File: config.mk
export PLATFORM = sky130hd
export DESIGN_NAME = unidade_controle_jogo
export DESIGN_NICKNAME = d
export VERILOG_FILES = /design/src/rtl/unidade_controle_jogo.sv
export SDC_FILE = /design/constraint.sdc
export NUM_CORES = 1
export LEC_CHECK = 0
export BUFFER_PORTS_ARGS = -buffer_cell sky130_fd_sc_hd__buf_2
export CORE_ASPECT_RATIO = 0.8
export CORE_MARGIN = 5
export CORE_UTILIZATION = 52
export CTS_CLUSTER_DIAMETER = 150
export CTS_CLUSTER_SIZE = 16
export DETAILED_ROUTE_END_ITERATION = 8
export MAX_ROUTING_LAYER = met4
export PLACE_DENSITY = 0.73
export SLEW_MARGIN = 20
export SYNTH_ARGS = -nofsm -noshare
export SYNTH_HDL_FRONTEND = slang
export SYNTH_SLANG_ARGS = --single-unit
File: constraint.sdc
create_clock -name clock -period 2.06 [get_ports clock]
set_input_delay 0.309 -clock clock [delete_from_list [all_inputs] [get_ports clock]]
set_output_delay 0.309 -clock clock [all_outputs]
set_load 0.01 [all_outputs]
File: src/rtl/unidade_controle_jogo.sv
`default_nettype none
// ============================================================================
// Module  : unidade_controle_jogo
// Purpose : Moore control unit for the memory game. It clears the round and
//           address counters, waits for each player move, checks it against
//           memory, then records one new move per round, advances to the next
//           round and reports the final result. It also owns the per-move
//           timeout counter.
// Ports   : clock, reset         - clock, synchronous active-high reset
//           jogar                - start/restart request (level)
//           jogada               - one-cycle "button pressed" pulse
//           igual                - registered move matches memory word
//           fim_rodada           - address counter reached round counter
//           fim_jogo             - round counter reached last round
//           zera_*/conta_*       - datapath counter controls
//           zera_registro, registra_jogada, escreve_memoria - move register
//                                  and memory controls
//           pronto/ganhou/perdeu - game result
//           db_timeout, db_estado - debug outputs
// Revision: 1.0 - initial release
// ============================================================================
module unidade_controle_jogo #(
  parameter int TIMEOUT_CICLOS = 5000,
  parameter int TIMEOUT_BITS   = 13
) (
  input  logic       clock,
  input  logic       reset,
  input  logic       jogar,
  input  logic       jogada,
  input  logic       igual,
  input  logic       fim_rodada,
  input  logic       fim_jogo,
  output logic       zera_endereco,
  output logic       conta_endereco,
  output logic       zera_rodada,
  output logic       conta_rodada,
  output logic       zera_registro,
  output logic       registra_jogada,
  output logic       escreve_memoria,
  output logic       pronto,
  output logic       ganhou,
  output logic       perdeu,
  output logic       db_timeout,
  output logic [3:0] db_estado
);

  localparam logic [3:0] INICIAL         = 4'h0;
  localparam logic [3:0] PREPARACAO      = 4'h1;
  localparam logic [3:0] INICIA_RODADA   = 4'h2;
  localparam logic [3:0] ESPERA_JOGADA   = 4'h3;
  localparam logic [3:0] REGISTRA_JOGADA = 4'h4;
  localparam logic [3:0] COMPARA_JOGADA  = 4'h5;
  localparam logic [3:0] PROXIMA_JOGADA  = 4'h6;
  localparam logic [3:0] AVANCA_NOVA     = 4'h7;
  localparam logic [3:0] ESPERA_NOVA     = 4'h8;
  localparam logic [3:0] REGISTRA_NOVA   = 4'h9;
  localparam logic [3:0] GRAVA_MEMORIA   = 4'hA;
  localparam logic [3:0] PROXIMA_RODADA  = 4'hB;
  localparam logic [3:0] FIM_ACERTOU     = 4'hC;
  localparam logic [3:0] FIM_ERROU       = 4'hD;
  localparam logic [3:0] FIM_TIMEOUT     = 4'hE;

  // Last count value of a wait; reached on the TIMEOUT_CICLOS-th wait cycle.
  localparam logic [TIMEOUT_BITS-1:0] LIMITE = TIMEOUT_BITS'(TIMEOUT_CICLOS - 1);

  logic [3:0]              estado;
  logic [3:0]              proximo;
  logic [TIMEOUT_BITS-1:0] contagem;
  logic                    esperando;
  logic                    timeout;

  assign esperando = (estado == ESPERA_JOGADA) || (estado == ESPERA_NOVA);
  assign timeout   = (contagem == LIMITE);

  // Timeout counter: runs only while waiting for a move, saturates at the
  // limit, and is cleared in every other state.
  always_ff @(posedge clock) begin
    if (reset) begin
      contagem <= '0;
    end else if (esperando) begin
      if (!timeout) begin
        contagem <= contagem + 1'b1;
      end
    end else begin
      contagem <= '0;
    end
  end

  always_ff @(posedge clock) begin
    if (reset) begin
      estado <= INICIAL;
    end else begin
      estado <= proximo;
    end
  end

  always_comb begin
    proximo = INICIAL;
    case (estado)
      INICIAL:         proximo = jogar ? PREPARACAO : INICIAL;
      PREPARACAO:      proximo = INICIA_RODADA;
      INICIA_RODADA:   proximo = ESPERA_JOGADA;
      // A move arriving on the last allowed cycle still counts.
      ESPERA_JOGADA:   proximo = jogada  ? REGISTRA_JOGADA :
                                 timeout ? FIM_TIMEOUT : ESPERA_JOGADA;
      REGISTRA_JOGADA: proximo = COMPARA_JOGADA;
      COMPARA_JOGADA:  proximo = !igual     ? FIM_ERROU   :
                                 fim_rodada ? AVANCA_NOVA : PROXIMA_JOGADA;
      PROXIMA_JOGADA:  proximo = ESPERA_JOGADA;
      AVANCA_NOVA:     proximo = ESPERA_NOVA;
      ESPERA_NOVA:     proximo = jogada  ? REGISTRA_NOVA :
                                 timeout ? FIM_TIMEOUT : ESPERA_NOVA;
      REGISTRA_NOVA:   proximo = GRAVA_MEMORIA;
      GRAVA_MEMORIA:   proximo = fim_jogo ? FIM_ACERTOU : PROXIMA_RODADA;
      PROXIMA_RODADA:  proximo = INICIA_RODADA;
      // Restart leaves the FIM state, so a held jogar restarts only once.
      FIM_ACERTOU,
      FIM_ERROU,
      FIM_TIMEOUT:     proximo = jogar ? PREPARACAO : estado;
      default:         proximo = INICIAL;
    endcase
  end

  // Moore outputs decoded from the state register only.
  assign zera_rodada     = (estado == PREPARACAO);
  assign zera_registro   = (estado == PREPARACAO);
  assign zera_endereco   = (estado == PREPARACAO) || (estado == INICIA_RODADA);
  assign conta_endereco  = (estado == PROXIMA_JOGADA) || (estado == AVANCA_NOVA);
  assign conta_rodada    = (estado == PROXIMA_RODADA);
  assign registra_jogada = (estado == REGISTRA_JOGADA) || (estado == REGISTRA_NOVA);
  assign escreve_memoria = (estado == GRAVA_MEMORIA);
  assign pronto          = (estado == FIM_ACERTOU) || (estado == FIM_ERROU) ||
                           (estado == FIM_TIMEOUT);
  assign ganhou          = (estado == FIM_ACERTOU);
  assign perdeu          = (estado == FIM_ERROU) || (estado == FIM_TIMEOUT);
  assign db_timeout      = (estado == FIM_TIMEOUT);
  assign db_estado       = estado;

endmodule
`default_nettype wire
* Word-level counts from Yosys, hierarchy flattened
Cells that the tools add are included.
** Storage, ports and cells
- Register bits :: 17
- Output and inout port bits :: 15
** Operators by class
- $add $sub $neg :: 1
- Eq/ne operators :: 16
- Muxes and demuxes :: 10
- Bitwise operators :: 1
- Reductions and logical operators :: 12
** Operators by type and width (number)
- 4-bit one-hot mux with 11 select lines :: 1
- 4-bit == test, second input constant :: 7
- 4-bit by 3-bit == test with 1-bit output, second input constant :: 4
- 4-bit two-way mux :: 4
- 13-bit by 1-bit adder with 13-bit output, second input constant :: 1
- 13-bit == test, second input constant :: 1
- 3-bit two-way mux :: 3
- 4-bit by 2-bit == test with 1-bit output, second input constant :: 2
- 1-bit logical OR :: 7
- 2-bit OR reduction :: 3
- 4-bit by 1-bit == test with 1-bit output, second input constant :: 1
- 4-bit zero test :: 1
- 3-bit OR reduction :: 1
- 1-bit two-way mux :: 2
- 2-bit inequality test, second input constant :: 1
- 1-bit inverter :: 1

* Logic depth before layout (Yosys ltp)
Gate-level depths: netlist (run 1).
- Depth in word-level cells :: 4
- Gate-level depth with buffers :: 6

* Worst setup path before layout (run 1)
No wires, ideal clock.
- Kind :: register to register
- Start :: register contagem[3]
- End :: register estado[0] (netlist: db_estado[0])
- Setup time :: 0.120 ns
- Arrival :: 1.657 ns
- Data required time :: 1.940 ns
- Slack :: 0.283 ns
- Stages on the path, launching flop included :: 5
- Cells stage by stage :: dfxtp_1 > or4_4 > nor4_4 > nor2b_1 > o31a_1
** Between the ends
- Word-level cells in the longest chain between the ends :: 4
** Ends and longest elaborated chain
- start, declared :: RTL line 68 : logic [TIMEOUT_BITS-1:0] contagem;
- start signal, assigned :: RTL line 82 : contagem <= contagem + 1'b1;
- 13-bit == test :: RTL line 73 : assign timeout = (contagem == LIMITE);
- 4-bit two-way mux :: RTL line 105 : timeout ? FIM_TIMEOUT : ESPERA_JOGADA;
- 4-bit two-way mux :: RTL line 104 : ESPERA_JOGADA: proximo = jogada ? REGISTRA_JOGADA :
- 4-bit one-hot mux with 11 select lines :: RTL line 99 : case (estado)
- end signal, assigned :: RTL line 93 : estado <= proximo;
- end, declared :: RTL line 66 : logic [3:0] estado;
No other way between the ends.
A chain may end at the register's enable or synchronous reset.

* Final worst setup path (run 1)
- Start :: register estado[0] (netlist: db_estado[0])
- End :: output zera_rodada
** Between the ends
- Word-level cells in the longest chain between the ends :: 1
** Ends and longest elaborated chain
- 4-bit by 1-bit == test with 1-bit output :: RTL line 125 : assign zera_rodada = (estado == PREPARACAO);
- end, declared :: RTL line 35 : output logic zera_rodada,
No other way between the ends.

==> results by stage, run 1 <==
Logic synthesis:
- The distinct cell type count of the synthesized netlist is 31.
- The post-synthesis share of cell area spent on xor and xnor gates is 9.64%.
- The cell count after synthesis is 135.
- Measured against the total synthesized area, the mux share comes to 1.00%.
- The number of flops mapped to enable cells by yosys is 0.
- Summing the areas of all fa, ha and maj instances in the mapped netlist gives 1.25% of the synthesized area.
- The main flop type after synthesis is sky130_fd_sc_hd__dfxtp_1.
- After synthesis, the share of flip-flops with an asynchronous set or reset is 0%.
- The share of synthesized cell area in and, or, nand and nor gates is 34.5%.
- The share of the synthesized area in compound gates (AO/OA/AOI/OAI) is 14.6%.
- For this run, the register share of the synthesized area comes to 34.0%.
- The number of nets in the synthesized netlist is 143.
- In this run the mean area of a mapped cell was 7.41 sq um.
- The dominant combinational cell family by area after synthesis is simple AND/OR/NAND/NOR gates.
- For this run, the number of Yosys warnings is 0.
- The mapped netlist covers 1000 sq um.
- The post-synthesis register bit count is 17.

CTS:
- In this run, post-CTS hold repair placed 0 buffers.
- The clock transition at the registers of the reported paths is 0.09 ns.
- The number of buffers on the longest clock path is 2.
- The clock net sink count is 17.
- Buffers added to address setup during post-CTS repair amount to 0.
- The clock root buffer master is sky130_fd_sc_hd__clkbuf_4.
- Post-CTS repair changed the size of 0 cells.
- In this run, CTS created clock tree buffers numbering 3.
- In this run the number of H-tree levels came out at 1.
- The later pin in the worst-skew pair is clocked with a latency of 0.29 ns.
- TritonCTS built the clock tree.

Floorplan:
- The starting density of the core is 53.8%.
- The top-level port count is 22.
- The die covers 2900 sq um.
- From bottom edge to top edge, the die measures 49.2 um.
- After floorplanning, the core was sized to cover 1860 sq um.
- The die outline width is 59.0 um.
- In this run the core area contains 14 standard-cell rows.

Final layout:
- The area growth from synthesis to final layout is 18.0%.
- The top cell types in the final layout, fill and taps aside, are sky130_fd_sc_hd__nor2_1, sky130_fd_sc_hd__buf_2, sky130_fd_sc_hd__dfxtp_1.
- The commonest non-fill, non-tap cell in the layout is sky130_fd_sc_hd__nor2_1.
- The number of diodes added for antenna fixing is 0.
- The number of nets in the final layout is 169.
- The number of cells in the finished layout apart from fillers is 184.
- Cells with a size suffix above 1 make up 21.3% of the layout.
- After routing the design area is 1180 sq um.

Place:
- Input and output buffers added on the ports amount to 21.
- The number of placed instances, taps included, is 180.
- The routability-driven placement congestion ratio is 0.968.
- The placed instances occupy a cell area of 1150 sq um.
- Once detailed placement completed, the half-perimeter wirelength came to 1820 um.

STA:
- The count of pins over their slew limit is 0.
- For the pin with the worst max-slew slack, the measured transition is 0.429 ns.
- In this run the tightest slew margin relative to its limit is 71.4%.
- Across the routed clock network, the largest skew measured is 0.00357 ns.
- Setup repair after global routing left no endpoint under its margin.
- The achievable clock frequency is 569 MHz.
- The count of endpoints failing setup in the final report is 0.
- The sum of negative setup slack is 0 ns.
- The portion of the clock cycle consumed by the worst path in the final layout is 85.3%.
- The total count of hold-check failures in the final report came to 0.
- The routed design could run at a clock period as short as 1.76 ns.

Pwr:
- In this run the static leakage power is 0.000432 uW.
- In this run the power density over the cells is 551 nW/um^2.
- Across the VDD grid, the largest voltage drop is 0.502 mV.
- The total power is 650 uW.

Min path:
- The min-delay analysis places its worst path in the category in2reg.
- In this run the most critical hold path is launched from reset.

Global route:
- The maximum number of pins on one net before global-route repair is 14.
- For this run the aggregate overflow at the end of global routing stands at 0.
- Global routing used 17.0% of the available tracks.
- The first global-routing pass estimated 3720 um of wire.
- The initial antenna violation count came to 0.
- The via count of the first global-routing pass is 825.

Worst setup path:
- The path type of the worst setup path is reg2out.
- The sort of element at the start of the critical path is a register.
- The worst setup path is captured at a primary output.
- The required arrival time at the worst endpoint is 1.75 ns.
- The start point of the critical path is db_estado[0].
- Of all nets on the critical path, the largest fanout is 12.
- The arrival time of the worst setup path is 1.45 ns.
- The startpoint identified for the worst register-to-register timing path is contagem[3].

Routing:
- The remaining design rule violation count is 0.
- The detailed-routing iteration count for the pre-antenna-repair pass is 4.
- Wires add up to 2300 um.
- In the routed layout, each cell is associated on average with a via count of 5.52.
- The number of routed nets with antenna violations is 0.
- In this run, the number of DRC markers left after iteration 0 of detailed routing was 43.
- The average wire length per cell after detail routing is 12.5 um.
- The routed layout has 1015 vias.

Status:
- The flow ran to the end, and the final reports show no timing, DRC or antenna violations.

Flow run:
- Across the run, the number of max-cap violations was 0.
## per-stage QoR
stage          hold WS, ns  worst slack, ns  util, %
6_report             0.248            0.302     63.5
5_1_grt              0.233            0.186     63.5
4_1_cts              0.234            0.296     63.5
3_5_place_dp         0.511            0.325     62.1
3_3_place_gp         0.504            0.349     62.1
2_1_floorplan        0.378            0.283        -
## path summary, 6_finish.rpt
kind,end,slack (ns),cells after the start
max,zera_rodada,0.30,3
min,db_estado[2],0.25,2
max reg2reg,contagem[1],0.32,5
min reg2reg,contagem[12],0.53,2
## cells in the mapped netlist (2+ instances only)
library cell | n | area share (%)
sky130_fd_sc_hd__a31oi_1 | 2 | 1.3
sky130_fd_sc_hd__nor2b_1 | 2 | 1.3
sky130_fd_sc_hd__nand3_1 | 5 | 2.5
sky130_fd_sc_hd__inv_1 | 6 | 2.3
sky130_fd_sc_hd__nor4_1 | 4 | 2.5
sky130_fd_sc_hd__a21oi_1 | 9 | 4.5
sky130_fd_sc_hd__nor2_1 | 29 | 11
sky130_fd_sc_hd__xor2_1 | 2 | 1.8
sky130_fd_sc_hd__xnor2_1 | 9 | 7.9
sky130_fd_sc_hd__nand2_1 | 11 | 4.1
sky130_fd_sc_hd__a211oi_1 | 2 | 1.5
sky130_fd_sc_hd__nand2b_1 | 6 | 3.8
sky130_fd_sc_hd__nor3_1 | 8 | 4.0
sky130_fd_sc_hd__dfxtp_1 | 17 | 34
sky130_fd_sc_hd__o21ai_0 | 3 | 1.5
sky130_fd_sc_hd__clkbuf_1 | 5 | 1.9
## cell type report
class,count,area [sq um]
timing repair buffer,27,150
sequential,17,340
multi-input combinational,106,611
tap,24,30.0
fill,197,677
inverter,6,22.5
clock buffer,4,26.3
## sequential cells by signal, summed over array words and instances (netlist names)
name       cells
contagem      13
db_estado      4
## critical path, cell delays in order, from the launching register on
cell and delay (ns):
sky130_fd_sc_hd__dfxtp_1 0.58, sky130_fd_sc_hd__nand2b_1 0.19, sky130_fd_sc_hd__nor3_1 0.22, sky130_fd_sc_hd__buf_2 0.17
## per-layer routing
layer  vias to the layer above  GRT usage, %  part of all wire [%]
met3                         4          5.29                   7.8
met4                         0          5.66                   1.2
met5                         -             -                     0
met1                       453          23.5                    48
li1                        519             -                     -
met2                        39          23.2                    43
## cells by family after synthesis
kind of cell             count (synthesis)
adder cells (fa/ha/maj)                  1
XOR/XNOR                                11
AND/OR/NAND/NOR                         70
multiplexers                             1
flip-flops                              17
buffers and inverters                   12
AO/OA/AOI/OAI                           23
## power by group
part	total (uW)	internal (uW)	leakage [uW]	switching (uW)
sequential	358	336	0.000137	22.2
combinational	117	51.6	0.000280	65.2
clock	174	75.4	0.0000150	99.1
total	650	463	0.000432	186
(Power assumes the default switching activity.)
==> run 2, diff against run 1 <==
- ABC_AREA: not set -> 1
- CORE_UTILIZATION: 52 -> 53
- PLACE_DENSITY: 0.73 -> 0.74
==> results by stage, run 2 <==
Status:
- The flow ran to the end, and the final reports show no timing, DRC or antenna violations.

Logic synthesis:
- The share of the synthesized area in the top cell type came to 32.9% (-1.2 points).
- The commonest cells after synthesis are sky130_fd_sc_hd__nand2_1, sky130_fd_sc_hd__nor2_1, sky130_fd_sc_hd__inv_1, sky130_fd_sc_hd__dfxtp_1, sky130_fd_sc_hd__nand3_1.
- The fraction of registers with async set/reset came to 0% (unchanged).
- The number of flops mapped to enable cells by yosys was 0 (unchanged).
- The cell count after synthesis was 171 (+27%).
- The synthesized area per cell was 6.05 sq um (-18%).
- In the post-synthesis netlist, the cell with the most instances is sky130_fd_sc_hd__nand2_1.
- The post-synthesis register bit count is 17 (unchanged).
- The number of warnings reported in the yosys synthesis log came to 0 (unchanged).
- The post-synth design cell area was 1030 sq um (+3.5%).
- The part of the Yosys area used for sequential elements came to 32.9% (-1.2 points).
- The most area-hungry cell type in the Yosys netlist is sky130_fd_sc_hd__dfxtp_1.
- After synthesis, the cell types taking the most area are sky130_fd_sc_hd__dfxtp_1, sky130_fd_sc_hd__nand2_1, sky130_fd_sc_hd__nor2_1, sky130_fd_sc_hd__inv_1, sky130_fd_sc_hd__nand3_1.
- The distinct cell type count of the synthesized netlist is 22 (-29%).
- The post-synthesis net count is 179 (+25%).
- The main flop type after synthesis is sky130_fd_sc_hd__dfxtp_1.

Final layout:
- The footprint of the multi-input gates came to 567 sq um (-7.2%).
- The register ranked first by flip-flop count is contagem.
- The filler cell count is 183 (-7.1%).
- The area growth from synthesis to final layout is 15.0%.
- The number of flip-flops under the largest register name is 13 (unchanged).
- In the layout the commonest cells are sky130_fd_sc_hd__nand2_1, sky130_fd_sc_hd__nor2_1, sky130_fd_sc_hd__inv_1.
- The number of diodes added for antenna fixing was 0 (unchanged).
- The register area came to 340 sq um (unchanged).
- The fraction of layout cells with a size suffix above 1 is 17.4% (-3.8 points).
- The number of nets in the final layout is 204 (+21%).
- Leaving out fill and tap cells, the most frequent cell in the layout is sky130_fd_sc_hd__nand2_1.

Floorplan:
- The top-level port count came to 22 (unchanged).
- The die outline width is 59.4 um (+0.64%).
- The overall die area is 2940 sq um (+1.3%).
- The count of standard-cell rows came to 14 (unchanged).
- The core box area is 1870 sq um (+0.94%).
- The height of the die was 49.5 um (+0.62%).
- The starting density of the core was 55.2% (+1.4 points).

Routing:
- The detailed-routing iteration count for the pre-antenna-repair pass was 4 (unchanged).
- The detailed router's first-iteration violation count is 62 (+44%).
- The total vias in the final route is 1118 (+10%).
- The final wirelength came to 2390 um (+4.0%).
- The number of routed nets with antenna violations is 0 (unchanged).
- The average via count per standard cell is 5.11 (-7.5%).
- The average wire length per cell after detail routing came to 10.9 um (-13%).
- The remaining design rule violation count is 0 (unchanged).

Pwr:
- The maximum ir drop on the vdd rail was 0.499 mV (-0.63%).
- The static leakage is 0.000602 uW (+39%).
- The power density over the cells was 558 nW/um^2 (+1.4%).

CTS:
- The clock net sink count is 17 (unchanged).
- The count of hold buffers inserted by post-cts repair was 0 (unchanged).
- The clock insertion delay at the later pin of the skew report was 0.30 ns (about the same).
- The clock transition at the registers of the reported paths is 0.09 ns (about the same).
- The clock root buffer master is sky130_fd_sc_hd__clkbuf_4.
- The number of H-tree levels was 1 (unchanged).
- The number of buffers on the longest clock path is 2 (unchanged).
- The TritonCTS buffer count came to 3 (unchanged).
- The number of gates given a new drive strength after cts is 0 (unchanged).
- The buffers inserted during post-CTS setup optimization is 0 (unchanged).
- TritonCTS built the clock tree.

Flow run:
- The number of max-cap violations came to 0 (unchanged).

Global route:
- The maximum number of pins on one net before global-route repair is 11 (-3).
- The via count of the first global-routing pass is 926 (+12%).
- The wire length of the first global-routing pass is 4020 um (+8.1%).
- The global-route usage over all layers is 18.0% (+1.0 points).
- The initial antenna violation count came to 0 (unchanged).
- The final global-route overflow total is 0 (unchanged).

Place:
- The routability-driven placement congestion ratio is 0.877 (-9.5%).
- The final HPWL from detailed placement came to 1940 um (+6.5%).
- The number of I/O port buffers is 21 (unchanged).

Worst setup path:
- The worst setup path is captured at a primary output.
- The sort of element at the start of the critical path is a register.
- The path type of the worst setup path is reg2out.
- The arrival time of the worst setup path came to 1.48 ns (+0.03 ns).
- The slowest stage of the critical path belongs to the cell sky130_fd_sc_hd__dfxtp_1.
- The critical path starts at db_estado[0].
- In this design, the critical path's most frequently occurring cell is sky130_fd_sc_hd__inv_1.
- The slack of the worst reg-to-reg path is 0.55 ns (+0.23 ns).
- The buffering stage count on the worst path with inverters included is 3 (+2).
- The required arrival time at the worst endpoint is 1.75 ns (about the same).
- The kind of cell adding the most delay to the critical path is flip-flops.
- The critical-path maximum fanout is 6 (-6).
- The biggest cell delay along the critical path is 0.44 ns (-0.14 ns).
- The critical path goes through inv_1, nor2_1, inv_1, o21ai_0, buf_2.
- In this run the critical register-to-register path is launched from contagem[0].

STA:
- The final hold slack is 0.168 ns (-0.0799 ns).
- The slew at the pin with the worst max-slew slack is 0.294 ns (-0.135 ns).
- The total count of hold-check failures in the final report is 0 (unchanged).
- The sum of negative setup slack is 0 ns (unchanged).
- The achievable clock frequency was 558 MHz (-1.9%).
- The count of endpoints failing setup in the final report is 0 (unchanged).
- Setup repair after global routing left no endpoint under its margin.
- The post-layout minimum cycle time is 1.79 ns (+0.0349 ns).
- The largest clock skew in the final design came to 0.00151 ns (-0.00206 ns).
- The worst slew margin relative to its limit is 80.3% (+8.9 points).
- The count of pins over their slew limit is 0 (unchanged).
- The portion of the clock cycle consumed by the worst path in the final layout is 87.0% (+1.7 points).

Min path:
- The tightest min-delay check is of the in2reg type.
- The start point of the worst min-delay path is reset.
[run 2: cell types whose count changed after synthesis, sizes merged, moves of 5 or more]
cell    before  now
nand2b       6    0
nand2       11   37
o21ai        3   12
nor4         5    0
clkbuf       5    0
inv          6   32
a21oi        9   14
nand3        5   16
xnor2        9    1
[run 2: worst reg2reg max path, cell delays in order, from the launching register on]
cell                      delay (ns)
sky130_fd_sc_hd__dfxtp_1        0.39
sky130_fd_sc_hd__ha_1           0.22
sky130_fd_sc_hd__nand3_1        0.17
sky130_fd_sc_hd__nor3_4         0.24
sky130_fd_sc_hd__nand2_1        0.11
sky130_fd_sc_hd__or2_0          0.21
sky130_fd_sc_hd__a21oi_1        0.11
[run 2: path summary, 6_finish.rpt]
check	end	depth (start not counted)
max	registra_jogada	5
max reg2reg	contagem[12]	6
min	db_estado[0]	2
min reg2reg	contagem[12]	2
[run 2: layout make-up]
cell class | instances | area share [%]
flip-flops and latches | 17 | 28.6
multi-input cells | 121 | 47.6
repair buffers | 21 | 8.83
inverters | 32 | 10.1
clock buffers | 3 | 1.89
clock inverters | 1 | 0.421
well taps | 24 | 2.52
[run 2: kinds of logic after synthesis]
kind of cell    share of synthesized area, %
flops                                   32.9
fa+ha+maj                               1.21
simple gates                            39.1
xor+xnor                               0.847
compound gates                          13.7
buf+inv                                 12.3
[run 2: routing by layer]
layer  wire length (um)  up-vias  track usage [%]
li1                   -      586                -
met1               1190      489             27.1
met2                986       38             23.5
met3                189        5             4.70
met4                 25        0             4.53
met5                  0        -                -
[run 2: per-stage QoR]
step                      instances  worst slack [ns]  power, uW  cell area [sq um]  util, %
after global placement          215             0.635        489               1160     62.0
after CTS                       219             0.279        671               1190     63.5
after global routing            219             0.150        711               1190     63.5
after floorplan                 171             0.627        448               1030        -
after detailed placement        215             0.583        492               1160     62.0
final                           219             0.267        664               1190     63.5
[run 2: power breakdown]
part           internal (uW)  switching [uW]
registers                337            14.1
logic                   47.8            86.7
clock network           72.5             106
total                    457             207
==> run 3, diff against run 2 <==
- REMOVE_ABC_BUFFERS: not set -> 1
==> results by stage, run 3 (synthesized netlist as in run 2, its figures left out) <==
CTS:
- The number of gates given a new drive strength after cts is 0 (unchanged).
- The count of hold buffers inserted by post-cts repair is 0 (unchanged).
- The clock insertion delay at the later pin of the skew report is 0.30 ns (about the same).
- TritonCTS built the clock tree.
- The number of buffers on the longest clock path is 2 (unchanged).
- The clock root buffer master is sky130_fd_sc_hd__clkbuf_4.
- The clock transition at the registers of the reported paths is 0.10 ns (about the same).
- The buffers inserted during post-CTS setup optimization is 0 (unchanged).
- The clock net sink count came to 17 (unchanged).
- The number of H-tree levels is 1 (unchanged).
- The TritonCTS buffer count is 3 (unchanged).

Global route:
- The final global-route overflow total is 0 (unchanged).
- The maximum number of pins on one net before global-route repair is 11 (unchanged).
- The wire length of the first global-routing pass came to 4040 um (+0.52%).
- The global-route usage over all layers is 18.4% (+0.36 points).
- The initial antenna violation count was 0 (unchanged).
- The via count of the first global-routing pass is 930 (+0.43%).

Pwr:
- The power density over the cells was 561 nW/um^2 (+0.52%).
- The static leakage is 0.000602 uW (unchanged).
- The maximum ir drop on the vdd rail is 0.510 mV (+2.2%).

Worst setup path:
- The critical path is of the reg2out type.
- The count of cells along the worst register-to-register path came to 6 (unchanged).
- In this run the critical register-to-register path is launched from contagem[0].
- The slack of the worst reg-to-reg path is 0.54 ns (about the same).
- Counting stages on the worst path, the most repeated cell is sky130_fd_sc_hd__inv_1.
- The biggest cell delay along the critical path is 0.44 ns (about the same).
- The library cell contributing the largest single delay on the critical path is sky130_fd_sc_hd__dfxtp_1.
- The critical register-to-register path endpoint is contagem[12].
- The buffering stage count on the worst path with inverters included is 3 (unchanged).
- The required arrival time at the worst endpoint is 1.75 ns (about the same).
- The critical-path maximum fanout is 6 (unchanged).
- In this design, the largest share of critical-path delay is due to flip-flops.
- The endpoint kind of the worst setup timing path is a primary output.
- The worst setup path is launched from a register.
- The critical path goes through inv_1, nor2_1, inv_1, o21ai_0, buf_2.
- The arrival time of the worst setup path was 1.48 ns (about the same).

Min path:
- The path class of the tightest hold or removal check is in2reg.
- The worst hold path stage count came to 2 (unchanged).
- The worst hold path terminates at db_estado[0].
- The startpoint identified for the worst hold timing path is reset.

Routing:
- The detailed-routing iteration count for the pre-antenna-repair pass is 4 (unchanged).
- The average wire length per cell after detail routing is 10.8 um (-1.3%).
- The detailed router's first-iteration violation count is 62 (unchanged).
- The number of routed nets with antenna violations is 0 (unchanged).
- The remaining design rule violation count is 0 (unchanged).
- The total vias in the final route is 1087 (-2.8%).
- The average via count per standard cell was 4.96 (-2.8%).
- The final wirelength is 2360 um (-1.3%).

STA:
- Setup repair after global routing left no endpoint under its margin.
- The count of pins over their slew limit is 0 (unchanged).
- The total count of hold-check failures in the final report is 0 (unchanged).
- The portion of the clock cycle consumed by the worst path in the final layout came to 86.6% (-0.39 points).
- The post-layout minimum cycle time is 1.78 ns (-0.00812 ns).
- The worst slew margin relative to its limit came to 81.9% (+1.6 points).
- The final worst slack is 0.275 ns (+0.00812 ns).
- The slew at the pin with the worst max-slew slack was 0.270 ns (-0.0244 ns).
- The sum of negative setup slack is 0 ns (unchanged).
- The count of endpoints failing setup in the final report came to 0 (unchanged).
- The achievable clock frequency is 560 MHz (+0.46%).
- The largest clock skew in the final design was 0.00474 ns (+0.00323 ns).

Place:
- The final HPWL from detailed placement came to 1870 um (-3.7%).
- The number of I/O port buffers came to 21 (unchanged).
- The post-place instance area is 1160 sq um (unchanged).
- The setup slack at placement was 0.564 ns (-0.0195 ns).
- The routability-driven placement congestion ratio is 0.990 (+13%).
- The cell count after placement was 215 (unchanged).

Status:
- The flow ran to the end, and the final reports show no timing, DRC or antenna violations.

Final layout:
- The number of diodes added for antenna fixing came to 0 (unchanged).
- The library cell used most frequently in the layout, excluding fill and tap cells, is sky130_fd_sc_hd__nand2_1.
- The number of flip-flops under the largest register name is 13 (unchanged).
- In the layout the commonest cells are sky130_fd_sc_hd__nand2_1, sky130_fd_sc_hd__nor2_1, sky130_fd_sc_hd__inv_1.
- The number of nets in the final layout is 204 (unchanged).
- The post-route cell area is 1190 sq um (unchanged).
- The area growth from synthesis to final layout came to 15.0% (unchanged).
- The register ranked first by flip-flop count is contagem.
- The number of cells in the finished layout apart from fillers was 219 (unchanged).
- The fraction of layout cells with a size suffix above 1 is 17.4% (unchanged).

Floorplan:
- The overall die area is 2940 sq um (unchanged).
- The height of the die is 49.5 um (unchanged).
- The die outline width is 59.4 um (unchanged).
- The count of standard-cell rows is 14 (unchanged).
- The core box area was 1870 sq um (unchanged).
- The starting density of the core came to 55.2% (unchanged).
- The top-level port count came to 22 (unchanged).

Flow run:
- The number of max-cap violations was 0 (unchanged).
run 3: cell counts in the layout (fill, tap and decap cells not counted):
Identical to the previous run, type by type.
run 3: power by group:
| part | internal, uW | switching (uW) |
|---|---|---|
| combinational | 47.7 | 85.0 |
| clock | 72.5 | 111 |
| sequential | 337 | 14.8 |
run 3: stage by stage:
stage	util, %	hold slack [ns]	power, uW
floorplan	-	0.378	443
global placement	62.0	0.460	489
detailed placement	62.0	0.473	490
CTS	63.5	0.138	682
global route	63.5	0.127	727
finish	63.5	0.159	668
run 3: metal layers:
metal	track usage [%]	part of all wire (%)	vias to the layer above
met1	25.3	50	456
met2	23.1	39	39
li1	-	-	587
met4	9.06	1.7	0
met3	6.79	9.3	5
met5	-	0	-
run 3: layout make-up:
cell class | instances | area, sq um
fillers | 186 | 684
inverters | 32 | 120
clock buffers | 3 | 22.5
well taps | 24 | 30.0
flip-flops and latches | 17 | 340
repair buffers | 21 | 105
clock inverters | 1 | 5.00
multi-input cells | 121 | 567
run 3: worst max-delay path by stage:
stage                             from         endpoint  slack, ns  depth (start not counted)
final                     db_estado[0]  registra_jogada       0.28                          5
after global routing      db_estado[0]    zera_endereco       0.15                          5
after CTS                 db_estado[0]  registra_jogada       0.29                          5
after detailed placement   contagem[0]     contagem[12]       0.56                          6
after global placement     contagem[0]     contagem[12]       0.57                          6
after floorplan           db_estado[0]    zera_registro       0.70                          4
